--- src/rtl/regfile_scoreboard_pkg.sv ---
// Shared sizing helpers for the register file / pending-write scoreboard.
// Pure compile-time functions, no logic.
// Imported by the interface, the top and the pending counter.
package regfile_scoreboard_pkg;

  // Address width for a register array of nregs entries (at least 1 bit).
  function automatic int addr_width(input int nregs);
    return (nregs <= 1) ? 1 : $clog2(nregs);
  endfunction

  // Largest value a cnt_w-bit pending counter may hold.
  function automatic int cnt_max(input int cnt_w);
    return (1 << cnt_w) - 1;
  endfunction

endpackage

--- src/rtl/regfile_scoreboard_if.sv ---
// Decode / write-back bundle of the register file scoreboard.
// Read data and busy flags are combinational; wb_err is registered.
// issue_ready is the only backpressure: master holds issue_valid until accepted.
interface regfile_scoreboard_if
  import regfile_scoreboard_pkg::*;
#(
  parameter int XLEN  = 32,
  parameter int NREGS = 32,
  parameter int NREAD = 2
) ();
  localparam int AW = addr_width(NREGS);

  logic [NREAD-1:0]      rd_en;
  logic [NREAD*AW-1:0]   rd_addr;
  logic [NREAD*XLEN-1:0] rd_data;
  logic [NREAD-1:0]      rd_busy;
  logic                  stall;
  logic                  issue_valid;
  logic [AW-1:0]         issue_rd;
  logic                  issue_ready;
  logic                  wb_valid;
  logic [AW-1:0]         wb_addr;
  logic [XLEN-1:0]       wb_data;
  logic                  flush;
  logic                  wb_err;

  // Pipeline side (decode + write-back).
  modport master (
    output rd_en, rd_addr, issue_valid, issue_rd,
    output wb_valid, wb_addr, wb_data, flush,
    input  rd_data, rd_busy, stall, issue_ready, wb_err
  );

  // Register file side.
  modport slave (
    input  rd_en, rd_addr, issue_valid, issue_rd,
    input  wb_valid, wb_addr, wb_data, flush,
    output rd_data, rd_busy, stall, issue_ready, wb_err
  );
endinterface

--- src/rtl/regfile_scoreboard_pending_counter.sv ---
// Per-register count of in-flight writes; clr wins over inc/dec.
// Count updates one cycle after inc/dec/clr; sat/cnt reflect current state.
// Never wraps: inc at saturation and dec at zero are ignored.
module regfile_scoreboard_pending_counter
  import regfile_scoreboard_pkg::*;
#(
  parameter int CNT_W = 2
) (
  input  logic             clk,
  input  logic             reset,
  input  logic             inc,
  input  logic             dec,
  input  logic             clr,
  output logic [CNT_W-1:0] cnt,
  output logic             sat
);
  localparam logic [CNT_W-1:0] CNT_MAX = CNT_W'(cnt_max(CNT_W));

  logic [CNT_W-1:0] cnt_q;
  logic [CNT_W-1:0] cnt_d;
  logic             dec_eff;

  // Next count: clear, else +1/-1 unless inc and dec cancel out.
  always_comb begin
    cnt_d   = cnt_q;
    dec_eff = dec && (cnt_q != '0);
    if (clr) begin
      cnt_d = '0;
    end else if (inc && !dec_eff && (cnt_q != CNT_MAX)) begin
      cnt_d = cnt_q + 1'b1;
    end else if (dec_eff && !inc) begin
      cnt_d = cnt_q - 1'b1;
    end
  end

  // Count state, cleared asynchronously.
  always_ff @(posedge clk or posedge reset) begin
    if (reset) cnt_q <= '0;
    else       cnt_q <= cnt_d;
  end

  assign cnt = cnt_q;
  assign sat = (cnt_q == CNT_MAX);
endmodule

--- src/rtl/regfile_scoreboard.sv ---
// Register file with write-back bypass and per-register pending-write scoreboard.
// Reads/busy/stall are zero-latency; writes and counter updates land next cycle.
// issue_ready drops on flush or when the destination's counter is saturated.
module regfile_scoreboard
  import regfile_scoreboard_pkg::*;
#(
  parameter int XLEN   = 32,
  parameter int NREGS  = 32,
  parameter int NREAD  = 2,
  parameter int CNT_W  = 2,
  parameter int BYPASS = 1
) (
  input logic                clk,
  input logic                reset,
  regfile_scoreboard_if.slave bus
);
  localparam int AW = addr_width(NREGS);
  localparam logic [CNT_W-1:0] CNT_ONE = CNT_W'(1);

  logic [XLEN-1:0]             regs_q [NREGS];
  logic [XLEN-1:0]             regs_d [NREGS];
  logic [NREGS-1:0][CNT_W-1:0] cnt;
  logic [NREGS-1:0]            sat;
  logic [NREGS-1:1]            inc;
  logic [NREGS-1:1]            dec;
  logic                        issue_ready_c;
  logic                        issue_fire;
  logic                        wb_nz;
  logic                        wb_err_q;
  logic                        wb_err_d;
  logic [NREAD*XLEN-1:0]       rd_data_c;
  logic [NREAD-1:0]            rd_busy_c;

  assign wb_nz = bus.wb_valid && (bus.wb_addr != '0);

  // Issue is accepted unless flushing or the destination is already full; x0 is never counted.
  assign issue_ready_c = !bus.flush && ((bus.issue_rd == '0) || !sat[bus.issue_rd]);
  assign issue_fire    = bus.issue_valid && issue_ready_c && (bus.issue_rd != '0);

  for (genvar r = 0; r < NREGS; r++) begin : g_cnt
    if (r == 0) begin : g_zero
      assign cnt[0] = '0;
      assign sat[0] = 1'b0;
    end else begin : g_reg
      assign inc[r] = issue_fire && (bus.issue_rd == AW'(r));
      assign dec[r] = bus.wb_valid && (bus.wb_addr == AW'(r));
      regfile_scoreboard_pending_counter #(.CNT_W(CNT_W)) u_cnt (
        .clk   (clk),
        .reset (reset),
        .inc   (inc[r]),
        .dec   (dec[r]),
        .clr   (bus.flush),
        .cnt   (cnt[r]),
        .sat   (sat[r])
      );
    end
  end

  // Array write: write-back lands regardless of scoreboard state; x0 stays zero.
  always_comb begin
    regs_d = regs_q;
    if (wb_nz) regs_d[bus.wb_addr] = bus.wb_data;
  end

  // Register array storage.
  always_ff @(posedge clk or posedge reset) begin
    if (reset) regs_q <= '{default: '0};
    else       regs_q <= regs_d;
  end

  // Sticky error: write-back with nothing outstanding and no same-cycle issue to cover it.
  always_comb begin
    wb_err_d = wb_err_q;
    if (wb_nz && !bus.flush && (cnt[bus.wb_addr] == '0) &&
        !(issue_fire && (bus.issue_rd == bus.wb_addr))) begin
      wb_err_d = 1'b1;
    end
  end

  // Error flag storage.
  always_ff @(posedge clk or posedge reset) begin
    if (reset) wb_err_q <= 1'b0;
    else       wb_err_q <= wb_err_d;
  end

  // Read ports: bypass same-cycle write-back; the last outstanding write completing now is not a hazard.
  always_comb begin
    logic [AW-1:0] a;
    logic          hit;
    rd_data_c = '0;
    rd_busy_c = '0;
    a         = '0;
    hit       = 1'b0;
    for (int i = 0; i < NREAD; i++) begin
      a   = bus.rd_addr[i*AW +: AW];
      hit = (BYPASS != 0) && bus.wb_valid && (bus.wb_addr == a);
      if (!reset && (a != '0)) begin
        rd_data_c[i*XLEN +: XLEN] = hit ? bus.wb_data : regs_q[a];
        rd_busy_c[i]              = (cnt[a] != '0) && !(hit && (cnt[a] == CNT_ONE));
      end
    end
  end

  assign bus.rd_data     = rd_data_c;
  assign bus.rd_busy     = rd_busy_c;
  assign bus.issue_ready = reset || issue_ready_c;
  assign bus.stall       = !reset && ((|(bus.rd_en & rd_busy_c)) ||
                                      (bus.issue_valid && !issue_ready_c));
  assign bus.wb_err      = wb_err_q;
endmodule
--- src/flat_wrapper.sv ---
// flat-port wrapper written by rule: the top's interface ports become plain ports
module regfile_scoreboard_flat import regfile_scoreboard_pkg::*;
#(
  parameter int XLEN   = 32,
  parameter int NREGS  = 32,
  parameter int NREAD  = 2,
  parameter int CNT_W  = 2,
  parameter int BYPASS = 1
)
  (clk, reset, bus_rd_en, bus_rd_addr, bus_issue_valid, bus_issue_rd, bus_wb_valid, bus_wb_addr, bus_wb_data, bus_flush, bus_rd_data, bus_rd_busy, bus_stall, bus_issue_ready, bus_wb_err);
  regfile_scoreboard_if #(.XLEN(XLEN), .NREGS(NREGS), .NREAD(NREAD)) bus_i ();
  input logic clk;
  input logic reset;
  input wire logic [$bits(bus_i.rd_en)-1:0] bus_rd_en;
  input wire logic [$bits(bus_i.rd_addr)-1:0] bus_rd_addr;
  input wire logic [$bits(bus_i.issue_valid)-1:0] bus_issue_valid;
  input wire logic [$bits(bus_i.issue_rd)-1:0] bus_issue_rd;
  input wire logic [$bits(bus_i.wb_valid)-1:0] bus_wb_valid;
  input wire logic [$bits(bus_i.wb_addr)-1:0] bus_wb_addr;
  input wire logic [$bits(bus_i.wb_data)-1:0] bus_wb_data;
  input wire logic [$bits(bus_i.flush)-1:0] bus_flush;
  output wire logic [$bits(bus_i.rd_data)-1:0] bus_rd_data;
  output wire logic [$bits(bus_i.rd_busy)-1:0] bus_rd_busy;
  output wire logic [$bits(bus_i.stall)-1:0] bus_stall;
  output wire logic [$bits(bus_i.issue_ready)-1:0] bus_issue_ready;
  output wire logic [$bits(bus_i.wb_err)-1:0] bus_wb_err;
  assign bus_i.rd_en = bus_rd_en;
  assign bus_i.rd_addr = bus_rd_addr;
  assign bus_i.issue_valid = bus_issue_valid;
  assign bus_i.issue_rd = bus_issue_rd;
  assign bus_i.wb_valid = bus_wb_valid;
  assign bus_i.wb_addr = bus_wb_addr;
  assign bus_i.wb_data = bus_wb_data;
  assign bus_i.flush = bus_flush;
  assign bus_rd_data = bus_i.rd_data;
  assign bus_rd_busy = bus_i.rd_busy;
  assign bus_stall = bus_i.stall;
  assign bus_issue_ready = bus_i.issue_ready;
  assign bus_wb_err = bus_i.wb_err;
  regfile_scoreboard #(.XLEN(XLEN), .NREGS(NREGS), .NREAD(NREAD), .CNT_W(CNT_W), .BYPASS(BYPASS)) u_core (.clk(clk), .reset(reset), .bus(bus_i));
endmodule
--- config.mk ---
export PLATFORM = sky130hd
export DESIGN_NAME = regfile_scoreboard_flat
export DESIGN_NICKNAME = d
export VERILOG_FILES = /design/src/rtl/regfile_scoreboard_pkg.sv /design/src/rtl/regfile_scoreboard_if.sv /design/src/rtl/regfile_scoreboard_pending_counter.sv /design/src/rtl/regfile_scoreboard.sv /design/src/flat_wrapper.sv
export SDC_FILE = /design/constraint.sdc
export NUM_CORES = 2
export LEC_CHECK = 0
export CORE_MARGIN = 4
export CORE_UTILIZATION = 60
export DETAILED_ROUTE_END_ITERATION = 16
export MAX_ROUTING_LAYER = met4
export PLACE_DENSITY = 0.77
export SLEW_MARGIN = 20
export SYNTH_ARGS = -nofsm -noshare
export SYNTH_HDL_FRONTEND = slang
export SYNTH_SLANG_ARGS = --single-unit
--- constraint.sdc ---
create_clock -name clk -period 72.3 [get_ports clk]
set_input_delay 18.075 -clock clk [delete_from_list [all_inputs] [get_ports clk]]
set_output_delay 18.075 -clock clk [all_outputs]
set_load 0.01 [all_outputs]
# Word level (Yosys, flattened, before mapping)
# Cells that the tools add are included.
dict set report op_classes {
  addsub 62
  n_reduce_logical 348
  n_lt_le_gt_ge 8
  bitwise 4
  eq_ne 129
  n_mux 116
}
# op n
set ops {}
lappend ops {{1024-bit bitwise mux} 1}
lappend ops {{32-bit binary-select mux with 5-bit select} 2}
lappend ops {{32-bit 2-to-1 mux} 9}
lappend ops {{1-bit logical AND} 205}
lappend ops {{2-bit 2-to-1 mux} 96}
lappend ops {{32-bit demux with 5-bit select} 1}
lappend ops {{5-bit == test (second input constant)} 32}
lappend ops {{3-bit nonzero test} 31}
lappend ops {{5-bit by 4-bit == test with 1-bit output (second input constant)} 16}
lappend ops {{1-bit zero test} 69}
lappend ops {{2-bit nonzero test} 33}
lappend ops {{2-bit by 1-bit adder with 2-bit output (second input constant)} 31}
lappend ops {{2-bit == test (second input constant)} 31}
lappend ops {{2-bit != test (second input constant)} 31}
lappend ops {{2-bit by 1-bit subtractor with 2-bit output (second input constant)} 31}
lappend ops {{5-bit by 3-bit == test with 1-bit output (second input constant)} 8}
lappend ops {{2-bit binary-select mux with 5-bit select} 3}
lappend ops {{5-bit by 6-bit < comparator with 1-bit output (second input constant)} 4}
lappend ops {{5-bit by 2-bit == test with 1-bit output (second input constant)} 4}
lappend ops {{5-bit nonzero test} 4}
lappend ops {{6-bit >= comparator (second input constant)} 3}
lappend ops {{5-bit NOT with 6-bit output} 3}
lappend ops {{5-bit == test} 3}
lappend ops {{5-bit by 1-bit == test with 1-bit output (second input constant)} 2}
lappend ops {{9 further kinds} 14}
dict set report word_totals {
  output_inout_bits 69
  elab_cells 731
  ff_bits 1087
}

# Depth between registers and ports, before layout
dict set report logic_depth {
  word_depth 14
  mapped_depth 11
  depth_no_buf 6
}

# By module
# A second synthesis with hierarchy kept.
dict set report unflattened {
  hier_cells 5265
  hier_area_um2 61337.6
}
# module n_inst cells_each seq_area_each_um2 area_per_inst_um2
set by_module_without_submodules {}
lappend by_module_without_submodules {regfile_scoreboard 1 4800 25649.6 57109.8}
lappend by_module_without_submodules {regfile_scoreboard_pending_counter 31 15 50.0 136.4}

# Worst setup path after synthesis
# No wires, ideal clock.
dict set report synth_timing {
  path_type {input port to output port}
  start {input reset}
  end {output bus_stall}
  required_time_ps 54225
  slack_ps 8519
  stages 4
  path_buffers 0
  t_arrival_ps 45706
  path_cell_list {inv_1 o31ai_1 nor3_1 a221o_1}
}
dict set report synth_via {
  elab_chain_cells 7
  elab_cells_between_ends 9
  cone_classes {mux: 2; bitwise: 1; reduce/logical: 6}
}
# item line_no
set synth_rtl {}
lappend synth_rtl {{start, declared} flat_wrapper.sv:13} ;# input logic reset;
lappend synth_rtl {{1-bit zero test (no source line)} n/a}
lappend synth_rtl {{1-bit logical AND} regfile_scoreboard.sv:97} ;# if (!reset && (a != '0)) begin
lappend synth_rtl {{1-bit 2-to-1 mux} regfile_scoreboard.sv:97}
lappend synth_rtl {{named net bus_rd_busy[1]} flat_wrapper.sv:23} ;# output wire logic [$bits(bus_i.rd_busy)-1:0] bus_rd_busy;
lappend synth_rtl {{2-bit bitwise AND} regfile_scoreboard.sv:107} ;# assign bus.stall = !reset && ((|(bus.rd_en & rd_busy_c)) ||
lappend synth_rtl {{2-bit OR reduction} regfile_scoreboard.sv:107}
lappend synth_rtl {{1-bit logical OR} regfile_scoreboard.sv:107}
lappend synth_rtl {{1-bit logical AND} regfile_scoreboard.sv:107}
lappend synth_rtl {{end, declared} flat_wrapper.sv:24} ;# output wire logic [$bits(bus_i.stall)-1:0] bus_stall;
# The timed path passes the listed nets, and every way through them passes these cells.

# Final worst setup path
dict set report layout_timing {
  start {input bus_rd_addr[1]}
  end {output bus_rd_data[23]}
}
dict set report layout_via {
  elab_chain_cells 6
  elab_cells_between_ends 10
  cone_classes {eq/ne: 1; mux: 5; bitwise: 1; reduce/logical: 3}
}
# item line_no
set layout_rtl {}
lappend layout_rtl {{start, declared} flat_wrapper.sv:15} ;# input wire logic [$bits(bus_i.rd_addr)-1:0] bus_rd_addr;
lappend layout_rtl {{5-bit NOT with 6-bit output (not written as such)} regfile_scoreboard.sv:98} ;# rd_data_c[i*XLEN +: XLEN] = hit ? bus.wb_data : regs_q[a];
lappend layout_rtl {{32-bit binary-select mux with 5-bit select} regfile_scoreboard.sv:98}
lappend layout_rtl {{32-bit 2-to-1 mux (not written as such) (2 in series)} regfile_scoreboard.sv:98}
lappend layout_rtl {{32-bit 2-to-1 mux} regfile_scoreboard.sv:98}
lappend layout_rtl {{32-bit 2-to-1 mux *} regfile_scoreboard.sv:97}
lappend layout_rtl {{end, declared} flat_wrapper.sv:22} ;# output wire logic [$bits(bus_i.rd_data)-1:0] bus_rd_data;
# Every way passes the cells marked *; elsewhere a longest branch is shown, timed or not. The select of a mux whose other input is x is not followed.

==> reports/results.md <==
| Item | This run | Unit |
|:---|:---|:---|
| Hold Crit Class | register to register | - |
| VDD IR-drop max | 24.9 | uV |
| Overall power | 1.77 | mW |
| Clock share of power | 34.9 | % |
| Final min period | 40660 | ps |
| Worst rel slew slack | 26.1 | % |
| Number of I/O pins | 128 | - |
| Number of clock sinks | 1087 | - |
| Slew of the pin with the lowest slew margin | 1110 | ps |
| Maximum number of pins on one net before global-route repair | 150 | - |
| Power share of the sequential group | 45.2 | % |
| Remaining Overflow, GRT | 0 | - |
| Placer's final routability congestion estimate | 0.918 | - |
| Global Route Usage Sum | 38.6 | % |
| Hold-fix buffers, CTS | 0 | - |
| Cell area after synthesis | 0.0610 | mm^2 |
| Max Clock Freq | 0.0246 | GHz |
| Setup clock skew after layout | 30.3 | ps |
| Drt via density | 7.30 | - |
| Final setup violation count | 0 | - |
| Die Ht | 327 | um |
| Data arrival time at the worst-slack endpoint | 22580 | ps |
| Overall die area | 0.107 | mm^2 |
| Share of synthesized area occupied by flip-flops and latches | 44.6 | % |
| Total wire length | 202 | mm |
| Cell-internal power | 1.27 | mW |
| Net count of the mapped netlist | 5206 | - |
| Synthesis warning total | 0 | - |
| Hold violation count in the final report | 0 | - |
| Most frequently used flop master after synthesis | dfrtp_1 | - |
| Rows | 116 | - |
| Clock Path Buffers | 3 | - |
| Pwr per Cell Area | 26.4 | mW/mm^2 |
| Antenna violations before repair | 0 | - |
| Final layout net count | 5035 | - |
| WL/cell | 31.5 | um |
| TritonCTS clock tree | yes | - |
| Detail Route Antenna Nets | 0 | - |
| Final Instance Count excl. Fillers | 6422 | - |
| Period Utilization, post-route | 56.2 | % |
| First DRT Iteration DRCs | 6996 | - |
| Comb power frac | 19.9 | % |
| Synthesized flop and latch total | 1087 | - |
| Fin Setup TNS | 0 | ps |
| DR pass1 iterations | 6 | - |
| Kind of critical path | input pin to primary output | - |
| Leakage power summed over all cells | 29.5 | nW |
| Fraction of final layout cells with drive strength greater than 1 | 30.5 | % |
| DR DRC count | 0 | - |
| Async S/R FF share, synth | 100 | % |
| Post-CTS resize count | 0 | - |
| Starting Density | 60.7 | % |
| Via count of the first global-routing pass | 46408 | - |
| Synthesized instance count | 5147 | - |
| Switching power as a share of total power | 28.3 | % |
| Startpoint Class | input pin | - |
| Count of flip-flops with a built-in enable after synthesis | 0 | - |
| Number of distinct library cells after synthesis | 68 | - |
| Internal reg-to-reg setup slack | 69420 | ps |
| Most area-consuming cells after synthesis | dfrtp_1 (45%), mux2_2 (14%), mux4_2 (14%) | - |
| Core area | 0.100 | mm^2 |
| Area taken by flip-flops and latches | 0.0272 | mm^2 |
| Result of the run | finished, final reports clean | - |
| Post-synthesis to final-layout area growth | 9.62 | % |
| Total area of multi-input combinational cells | 0.0319 | mm^2 |
| Cell taking the most area after synthesis | dfrtp_1 | - |
| Data required time at the worst endpoint | 54220 | ps |
| Post-Synthesis Mean Instance Area | 11.9 | um^2 |
| Layout filler cell count | 7350 | - |
| Max Fanout on Critical Path | 50 | - |
| Placed Cells incl. Taps | 6214 | - |
| DR vias | 46904 | - |
| Max-capacitance violation count | 0 | - |
| Final slew viol count | 0 | - |
| Post-DP HPWL | 106 | mm |
| Number of levels in the clock H-tree | 3 | - |
| Count of input and output buffers | 127 | - |
| Setup Buffers After CTS | 0 | - |
| Crit end category | primary output | - |
| Antenna cell count | 0 | - |
| Power spent charging and discharging nets | 0.500 | mW |
| Top cell type's share of synthesized area | 44.6 | % |
| Clock transition time at the flip-flop clock pins of the worst setup and hold paths | 60 | ps |
| RSZ-0062 raised after global routing | false | - |
| Later-pin clock latency in the skew report | 720 | ps |
| Number of clock buffers inserted by TritonCTS | 116 | - |
| Root Buffer Master | clkbuf_16 | - |
| DIE WIDTH | 327 | um |
| Wire length of the first global-routing pass | 301 | mm |
-- sequential cells by signal (all words and copies together) (netlist names) --
| register | flops |
|---|---|
| u_core.bus.wb_err | 1 |
| u_core.g_cnt.g_reg.u_cnt.cnt | 62 |
| u_core.regs_q | 1024 |
-- layout make-up --
type	count	area share (%)
clock buffer	169	5.11
sequential	1087	40.7
timing repair buffer	245	3.26
tap	1357	2.54
clock inverter	38	0.722
inverter	5	0.0430
multi-input combinational	3521	47.6
-- routing by layer --
metal  vias up  routed length [um]  global-route usage [%]
met1     23894               73900                    50.5
met4         0               13300                    21.1
met2      3418               89700                    55.7
li1      18735                   -                       -
met3       857               25400                    9.96
met5         -                   0                       -
-- stage by stage --
step	worst slack, ps	utilization, %	hold WS, ps	area (um^2)
floorplan	8520	-	445	61000
global placement	31510	62.7	380	63000
detailed placement	31760	62.7	389	63000
CTS	31760	66.6	403	66900
global route	31460	66.6	416	66900
finish	31640	66.6	401	66900
-- cells by family (layout without fill, tap and decap cells) --
group	after synthesis	in the layout	share of synthesized area, %
mux	1526	1526	34.4
simple gates	1269	1269	8.79
flops	1087	1087	44.6
compound gates	696	696	8.22
buf+inv	539	457	3.61
xor+xnor	30	30	0.431
-- cell usage in the layout (no fill, tap or decap), types with 22 or more instances in the layout --
| master | count |
|---|---|
| and2_1 | 26 |
| dfrtp_1 | 1087 |
| nor3b_1 | 27 |
| a221oi_1 | 157 |
| nor2_1 | 134 |
| o221ai_1 | 22 |
| clkbuf_1 | 26 |
| o211ai_1 | 99 |
| mux4_2 | 378 |
| a21oi_1 | 128 |
| nor3_1 | 39 |
| mux2i_1 | 383 |
| buf_4 | 118 |
| o22ai_1 | 34 |
| clkbuf_16 | 120 |
| mux2_2 | 765 |
| o21ai_0 | 87 |
| clkbuf_8 | 24 |
| nand2_1 | 863 |
| nand2b_1 | 37 |
| clkdlybuf4s50_1 | 105 |
| a211oi_1 | 48 |
| a22oi_1 | 66 |
-- power by group through the flow --
stage                     clock network, mW  registers [mW]  logic (mW)
after floorplan                           0           0.781       0.270
after global placement                    0           0.794       0.336
after detailed placement                  0           0.804       0.346
after CTS                             0.618           0.794       0.349
after global routing                  0.645           0.810       0.378
final                                 0.617           0.799       0.352
-- critical path, stage by stage --
cell	delay [ps]
clkbuf_8	310
buf_4	670
nor2b_4	800
buf_16	250
buf_4	650
a221oi_1	250
a22oi_1	190
o21ai_0	100
o211ai_1	480
a21oi_1	140
clkdlybuf4s50_1	510
-- cells in the mapped netlist, drive strengths merged, types with 9 or more instances --
cell and n:
o22ai 34, o21bai 9, and2 27, xor2 15, or2 15, a2111oi 14
buf 137, nand2b 37, mux2i 383, nor2 150, nand2 889, a221oi 158
o211ai 99, a211oi 48, and3 11, a22oi 66, o21ai 88, a21oi 128
mux4 378, nor3b 27, nor3 39, mux2 765, clkbuf 397, xnor2 15
dfrtp 1087, nand3 21, o221ai 24, nor2b 19
-- path summary, 6_finish.rpt --
| check | startpoint | endpoint | cells past startpoint |
|---|---|---|---|
| min in group asynchronous | reset | u_core.g_cnt[2].g_reg.u_cnt.cnt[0] | 2 |
| max in group asynchronous | reset | u_core.regs_q[915] | 6 |
| setup / recovery | bus_rd_addr[1] | bus_rd_data[23] | 11 |
| hold reg to reg | u_core.regs_q[1004] | u_core.regs_q[1004] | 0 |
| hold / removal | u_core.regs_q[1004] | u_core.regs_q[1004] | 0 |
| setup reg to reg | u_core.g_cnt[23].g_reg.u_cnt.cnt[0] | u_core.g_cnt[24].g_reg.u_cnt.cnt[1] | 6 |
No activity file was read; power rests on OpenSTA's default activity.
